File: config.mk
export PLATFORM = sky130hd
export DESIGN_NAME = uart_flat
export DESIGN_NICKNAME = d
export VERILOG_FILES = /design/src/rtl/uart_if.sv /design/src/rtl/uart.sv /design/src/flat_wrapper.sv
export SDC_FILE = /design/constraint.sdc
export NUM_CORES = 1
export LEC_CHECK = 0
export CAP_MARGIN = 0
export CORE_ASPECT_RATIO = 1.75
export CORE_MARGIN = 3
export CORE_UTILIZATION = 40
export CTS_CLUSTER_SIZE = 30
export DETAILED_ROUTE_END_ITERATION = 8
export GPL_TIMING_DRIVEN = 1
export SYNTH_ARGS = -nofsm -noshare
export SYNTH_HDL_FRONTEND = slang
export SYNTH_SLANG_ARGS = --single-unit
File: constraint.sdc
create_clock -name clk -period 6.5 [get_ports clk]
set_input_delay 0.975 -clock clk [delete_from_list [all_inputs] [get_ports clk]]
set_output_delay 0.975 -clock clk [all_outputs]
set_load 0.02 [all_outputs]
File: src/rtl/uart_if.sv
// Bundle of the UART receiver's serial line, consumer handshake, config port and result signals.
// master drives the line and config; slave is the receiver.
interface uart_if;
  logic       in;
  logic       clkinVGA;
  logic       c_valid;
  logic [1:0] c_addr;
  logic [7:0] c_data;
  logic       c_ready;
  logic [3:0] error;
  logic       ready_error;
  logic [7:0] out;
  logic       ready_out;

  modport master (
    output in, clkinVGA, c_valid, c_addr, c_data,
    input  c_ready, error, ready_error, out, ready_out
  );

  modport slave (
    input  in, clkinVGA, c_valid, c_addr, c_data,
    output c_ready, error, ready_error, out, ready_out
  );
endinterface

File: src/rtl/uart.sv
// Configurable 8-bit UART receiver with register-programmed divisor, parity and stop bits.
// Good bytes are held in out/ready_out until the consumer's clkinVGA rising edge.
module uart (
  input logic   clk,
  input logic   rst,
  uart_if.slave bus
);

  typedef enum logic [2:0] {StIdle, StStart, StData, StParity, StStop} state_t;

  state_t     r_state;
  logic       r_in_s1, r_in_s2, r_in_prev;
  logic       r_vga_s1, r_vga_s2, r_vga_prev;
  logic [7:0] r_div, r_fdiv;
  logic [1:0] r_par, r_fpar;
  logic       r_stop, r_fstop, r_en;
  logic       r_armed;
  logic [7:0] r_arm_cnt, r_cnt, r_shift;
  logic [2:0] r_bit_idx;
  logic       r_stop_idx, r_perr, r_ferr, r_done;
  logic       r_c_ready, r_ready_error, r_ready_out;
  logic [3:0] r_error;
  logic [7:0] r_out;

  logic       w_fall, w_vga_rise, w_par_exp, w_good, w_ovr;
  logic [3:0] w_code;
  logic [8:0] w_arm_next;

  always_comb begin
    w_fall     = r_in_prev & ~r_in_s2;
    w_vga_rise = r_vga_s2 & ~r_vga_prev;
    w_par_exp  = (r_fpar == 2'd2) ? ~^r_shift : ^r_shift;
    w_good     = ~r_ferr & ~r_perr;
    // A consume in the same cycle as completion means the old byte was taken: no overrun.
    w_ovr      = w_good & r_ready_out & ~w_vga_rise;
    w_code     = {1'b0, w_ovr, r_perr, r_ferr};
    w_arm_next = {1'b0, r_arm_cnt} + 9'd1;
  end

  always_ff @(posedge clk or posedge rst) begin
    if (rst) begin
      r_state       <= StIdle;
      r_in_s1       <= 1'b1;
      r_in_s2       <= 1'b1;
      r_in_prev     <= 1'b1;
      r_vga_s1      <= 1'b0;
      r_vga_s2      <= 1'b0;
      r_vga_prev    <= 1'b0;
      r_div         <= 8'd16;
      r_fdiv        <= 8'd16;
      r_par         <= 2'd0;
      r_fpar        <= 2'd0;
      r_stop        <= 1'b0;
      r_fstop       <= 1'b0;
      r_en          <= 1'b1;
      r_armed       <= 1'b0;
      r_arm_cnt     <= 8'd0;
      r_cnt         <= 8'd0;
      r_shift       <= 8'd0;
      r_bit_idx     <= 3'd0;
      r_stop_idx    <= 1'b0;
      r_perr        <= 1'b0;
      r_ferr        <= 1'b0;
      r_done        <= 1'b0;
      r_c_ready     <= 1'b1;
      r_ready_error <= 1'b0;
      r_ready_out   <= 1'b0;
      r_error       <= 4'd0;
      r_out         <= 8'd0;
    end else begin
      r_in_s1       <= bus.in;
      r_in_s2       <= r_in_s1;
      r_in_prev     <= r_in_s2;
      r_vga_s1      <= bus.clkinVGA;
      r_vga_s2      <= r_vga_s1;
      r_vga_prev    <= r_vga_s2;
      r_ready_error <= 1'b0;
      r_done        <= 1'b0;

      if (bus.c_valid && r_c_ready) begin
        unique case (bus.c_addr)
          2'd0: r_div  <= (bus.c_data < 8'd4) ? 8'd4 : bus.c_data;
          2'd1: r_par  <= bus.c_data[1:0];
          2'd2: r_stop <= bus.c_data[0];
          2'd3: begin
            r_en <= bus.c_data[0];
            if (bus.c_data[1]) begin
              r_ready_out <= 1'b0;
              r_error     <= 4'd0;
            end
          end
          default: ;
        endcase
      end

      if (w_vga_rise) r_ready_out <= 1'b0;

      // Outputs land one clock after the final stop sample; later writes win.
      if (r_done) begin
        if (w_good) begin
          r_out       <= r_shift;
          r_ready_out <= 1'b1;
        end
        if (w_code != 4'd0) begin
          r_error       <= w_code;
          r_ready_error <= 1'b1;
        end
      end

      if (!r_en) begin
        r_armed   <= 1'b0;
        r_arm_cnt <= 8'd0;
      end else if (!r_armed) begin
        if (r_in_s2) begin
          r_arm_cnt <= r_arm_cnt + 8'd1;
          if (w_arm_next >= {1'b0, r_div}) r_armed <= 1'b1;
        end else begin
          r_arm_cnt <= 8'd0;
        end
      end

      if (!r_en && r_state != StIdle) begin
        r_state   <= StIdle;
        r_c_ready <= 1'b1;
      end else begin
        case (r_state)
          StIdle: begin
            if (r_armed && r_en && w_fall) begin
              r_state   <= StStart;
              r_cnt     <= 8'd0;
              r_c_ready <= 1'b0;
              r_fdiv    <= r_div;
              r_fpar    <= r_par;
              r_fstop   <= r_stop;
            end
          end
          StStart: begin
            if (r_cnt == (r_fdiv >> 1) - 8'd1) begin
              r_cnt <= 8'd0;
              if (!r_in_s2) begin
                r_state   <= StData;
                r_bit_idx <= 3'd0;
                r_perr    <= 1'b0;
                r_ferr    <= 1'b0;
              end else begin
                r_state       <= StIdle;
                r_c_ready     <= 1'b1;
                r_error       <= 4'b1000;
                r_ready_error <= 1'b1;
              end
            end else begin
              r_cnt <= r_cnt + 8'd1;
            end
          end
          StData: begin
            if (r_cnt == r_fdiv - 8'd1) begin
              r_cnt     <= 8'd0;
              r_shift   <= {r_in_s2, r_shift[7:1]};
              r_bit_idx <= r_bit_idx + 3'd1;
              if (r_bit_idx == 3'd7) begin
                r_stop_idx <= 1'b0;
                r_state    <= (r_fpar == 2'd1 || r_fpar == 2'd2) ? StParity : StStop;
              end
            end else begin
              r_cnt <= r_cnt + 8'd1;
            end
          end
          StParity: begin
            if (r_cnt == r_fdiv - 8'd1) begin
              r_cnt   <= 8'd0;
              r_perr  <= (r_in_s2 != w_par_exp);
              r_state <= StStop;
            end else begin
              r_cnt <= r_cnt + 8'd1;
            end
          end
          StStop: begin
            if (r_cnt == r_fdiv - 8'd1) begin
              r_cnt  <= 8'd0;
              r_ferr <= r_ferr | ~r_in_s2;
              if (r_stop_idx == r_fstop) begin
                r_done    <= 1'b1;
                r_state   <= StIdle;
                r_c_ready <= 1'b1;
              end else begin
                r_stop_idx <= 1'b1;
              end
            end else begin
              r_cnt <= r_cnt + 8'd1;
            end
          end
          default: r_state <= StIdle;
        endcase
      end
    end
  end

  assign bus.c_ready     = r_c_ready;
  assign bus.error       = r_error;
  assign bus.ready_error = r_ready_error;
  assign bus.out         = r_out;
  assign bus.ready_out   = r_ready_out;

endmodule

File: src/flat_wrapper.sv
// flat-port wrapper written by rule: the top's interface ports become plain ports
module uart_flat 
  (clk, rst, bus_in, bus_clkinVGA, bus_c_valid, bus_c_addr, bus_c_data, bus_c_ready, bus_error, bus_ready_error, bus_out, bus_ready_out);
  uart_if bus_i ();
  input logic clk;
  input logic rst;
  input wire logic [$bits(bus_i.in)-1:0] bus_in;
  input wire logic [$bits(bus_i.clkinVGA)-1:0] bus_clkinVGA;
  input wire logic [$bits(bus_i.c_valid)-1:0] bus_c_valid;
  input wire logic [$bits(bus_i.c_addr)-1:0] bus_c_addr;
  input wire logic [$bits(bus_i.c_data)-1:0] bus_c_data;
  output wire logic [$bits(bus_i.c_ready)-1:0] bus_c_ready;
  output wire logic [$bits(bus_i.error)-1:0] bus_error;
  output wire logic [$bits(bus_i.ready_error)-1:0] bus_ready_error;
  output wire logic [$bits(bus_i.out)-1:0] bus_out;
  output wire logic [$bits(bus_i.ready_out)-1:0] bus_ready_out;
  assign bus_i.in = bus_in;
  assign bus_i.clkinVGA = bus_clkinVGA;
  assign bus_i.c_valid = bus_c_valid;
  assign bus_i.c_addr = bus_c_addr;
  assign bus_i.c_data = bus_c_data;
  assign bus_c_ready = bus_i.c_ready;
  assign bus_error = bus_i.error;
  assign bus_ready_error = bus_i.ready_error;
  assign bus_out = bus_i.out;
  assign bus_ready_out = bus_i.ready_out;
  uart u_core (.clk(clk), .rst(rst), .bus(bus_i));
endmodule
==> metrics.txt <==
top cell type's share of synthesized area 41.9%; die width 84.4 um; Max-slew headroom 34.1%; layout cell share with drive strength beyond 1 16.2%; Main synth FF type dfrtp_1; Gate Count Post-Synth 412; Clk Latency, worst-skew pair 0.33 ns; most frequent cells in the layout dfrtp_1, o21ai_0, nand2_1; post-synth cell types 57; Hold WC Path Type reg2reg; PnR worst setup slack 3.33 ns; crit path max fanout 14; total grt overflow 0; clock skew 0.00711 ns; max-cap violations 0; first-pass GRT wire length 16400 um; die area 12100 sq um; TritonCTS Buffers 9; initial core utilization 41.5%; GPL Wtd Cong 0.820; IO Port Bufs 29; RSZ-0062 raised after global routing no; Worst Tran Pin Value 0.988 ns; row count 49; slowest stage cell, crit path a2111oi_4; WP buf/inv 1; startpoint type of the worst setup path register; crit end category register; final setup fails 0; Worst R2R Path Depth 9; total inserted antenna cells 0; Yosys reg bits 79; setup bufs post-CTS 0; Async SR Flop Fraction 100%; reg2reg start u_core.r_fdiv[1]; vias in the first global route 3393; Max H-tree Level 3; CTS resizes 0; pre-CTS WS 3.37 ns; worst r2r dst u_core.r_state[2]; Core ar. 10400 sq um; hold depth 0; pin count of the biggest net entering global routing 80; clock sinks 79; Crit path arrival time 3.38 ns; Crit path max-delay family compound AO/OA/AOI/OAI gates; Worst Hold End u_core.r_in_s2; Slew Limit Fails 0; Yosys top cell by area dfrtp_1; sequential area share after synthesis 46.1%; outcome complete, no violations; Largest stage delay, worst path 0.74 ns; Synth area leaders dfrtp_1, mux2_2, xnor2_1; CTS Hold Bufs 0; initial antenna violation count 0; nets@finish 464; Layout area overhead 15.3%; CTS tree yes; Final Hold Fails 0; Final min period 3.17 ns; global-route usage over all layers 17.1%; vias 3102; fmax 316 MHz; VDD IR-drop max 0.000176 V; PD cells 204 nW/um^2; clk slew on worst S/H paths 0.06 ns; first-pass detailed-route iteration total 5; Die Height 143 um; Ys Warns 0; I/O Pins 30; crit-path cells inv_1, ha_1, o21ba_2, a22oi_1, o22ai_1, a2111oi_4, a21oi_1, a211oi_2, mux2_2; Vias/cell 5.48; Syn Area/Cell 10.4 sq um; Synth Cell Area 4300 sq um; R2R Setup Slk 3.33 ns; Final period util 48.7%; Leakage 2.31 nW; commonest non-fill, non-tap cell in the layout dfrtp_1; CTS max path bufs 2; syn nets 442; wire per inst 16.8 um; Util after Layout 47.9%; Iteration-0 DRC Markers 89; drt total wl 9520 um; Final TNS setup 0 ns; CP Class reg2reg; Critical Path RT 6.71 ns; Antenna Nets Post-Route 0; Root Driver clkbuf_16; DRC viols 0; hpwl dp 7040 um; hold_sp u_core.r_in_s1; Post-synth EDFFs 0
[per-stage QoR]
step	cells	hold slack (ns)	instance area [sq um]	power (mW)
floorplan	412	0.331	4300	0.514
global placement	550	0.344	4670	0.529
detailed placement	550	0.347	4670	0.529
CTS	566	0.356	4960	1.02
global route	566	0.365	4960	1.05
finish	566	0.355	4960	1.01
[how the worst max path moves through the flow]
stage | startpoint | end | slack [ns] | depth (start not counted)
global route | u_core.r_fdiv[1] | u_core.r_state[2] | 3.10 | 9
floorplan | rst | u_core.bus.error[0] | 3.51 | 1
finish | u_core.r_fdiv[1] | u_core.r_state[2] | 3.33 | 9
detailed placement | u_core.r_fdiv[1] | u_core.r_state[2] | 3.37 | 9
global placement | u_core.r_fdiv[1] | u_core.r_shift[0] | 3.48 | 8
CTS | u_core.r_fdiv[1] | u_core.r_state[2] | 3.36 | 9
[power breakdown]
| part | internal [mW] | switching (mW) | total, mW |
|---|---|---|---|
| logic | 0.00929 | 0.0138 | 0.0231 |
| clock network | 0.296 | 0.195 | 0.490 |
| registers | 0.495 | 0.00150 | 0.496 |
| total | 0.800 | 0.210 | 1.01 |
[layer usage]
metal	track usage [%]	vias to the layer above	share of wire, %
met5	0	-	0
met4	9.09	0	2.1
met3	3.00	16	2.1
met2	30.6	52	54
met1	19.0	1524	41
li1	-	1510	-
[cells in the mapped netlist (9+ instances only)]
master / number
a22o_1: 11
and3_1: 13
clkbuf_1: 10
dfrtp_1: 72
ha_1: 15
inv_1: 17
mux2_2: 30
nand2_1: 33
nand2b_1: 9
nor2_1: 19
o21ai_0: 36
xnor2_1: 24
xor2_1: 10
[registers in the layout, indices dropped and copies added, names as in the netlist, 2 cells and up]
register	count
u_core.r_arm_cnt	8
u_core.bus.error	4
u_core.r_fpar	2
u_core.r_cnt	8
u_core.r_fdiv	8
u_core.r_shift	8
u_core.r_div	8
u_core.r_par	2
u_core.r_state	3
u_core.bus.out	8
u_core.r_bit_idx	3
[kinds of logic (layout without fill, tap and decap cells)]
group	after synthesis	count (layout)	synth area share [%]
and+or+nand+nor	120	120	15.1
adders and majority gates	15	15	4.36
muxes	30	30	7.85
DFF	79	79	46.1
xor gates and xnor gates	34	34	6.92
AOI/OAI and AO/OA	97	97	15.8
buffers and inverters	37	64	3.78
[cell type report]
class                   count  area, sq um
clock buffers              10          229
inverters                  17         65.1
multi-input cells         296         2150
fillers                   965         5400
well taps                 127          159
flip-flops and latches     79         1990
clock inverters             6         61.3
repair buffers             31          305
(Power assumes the default switching activity.)
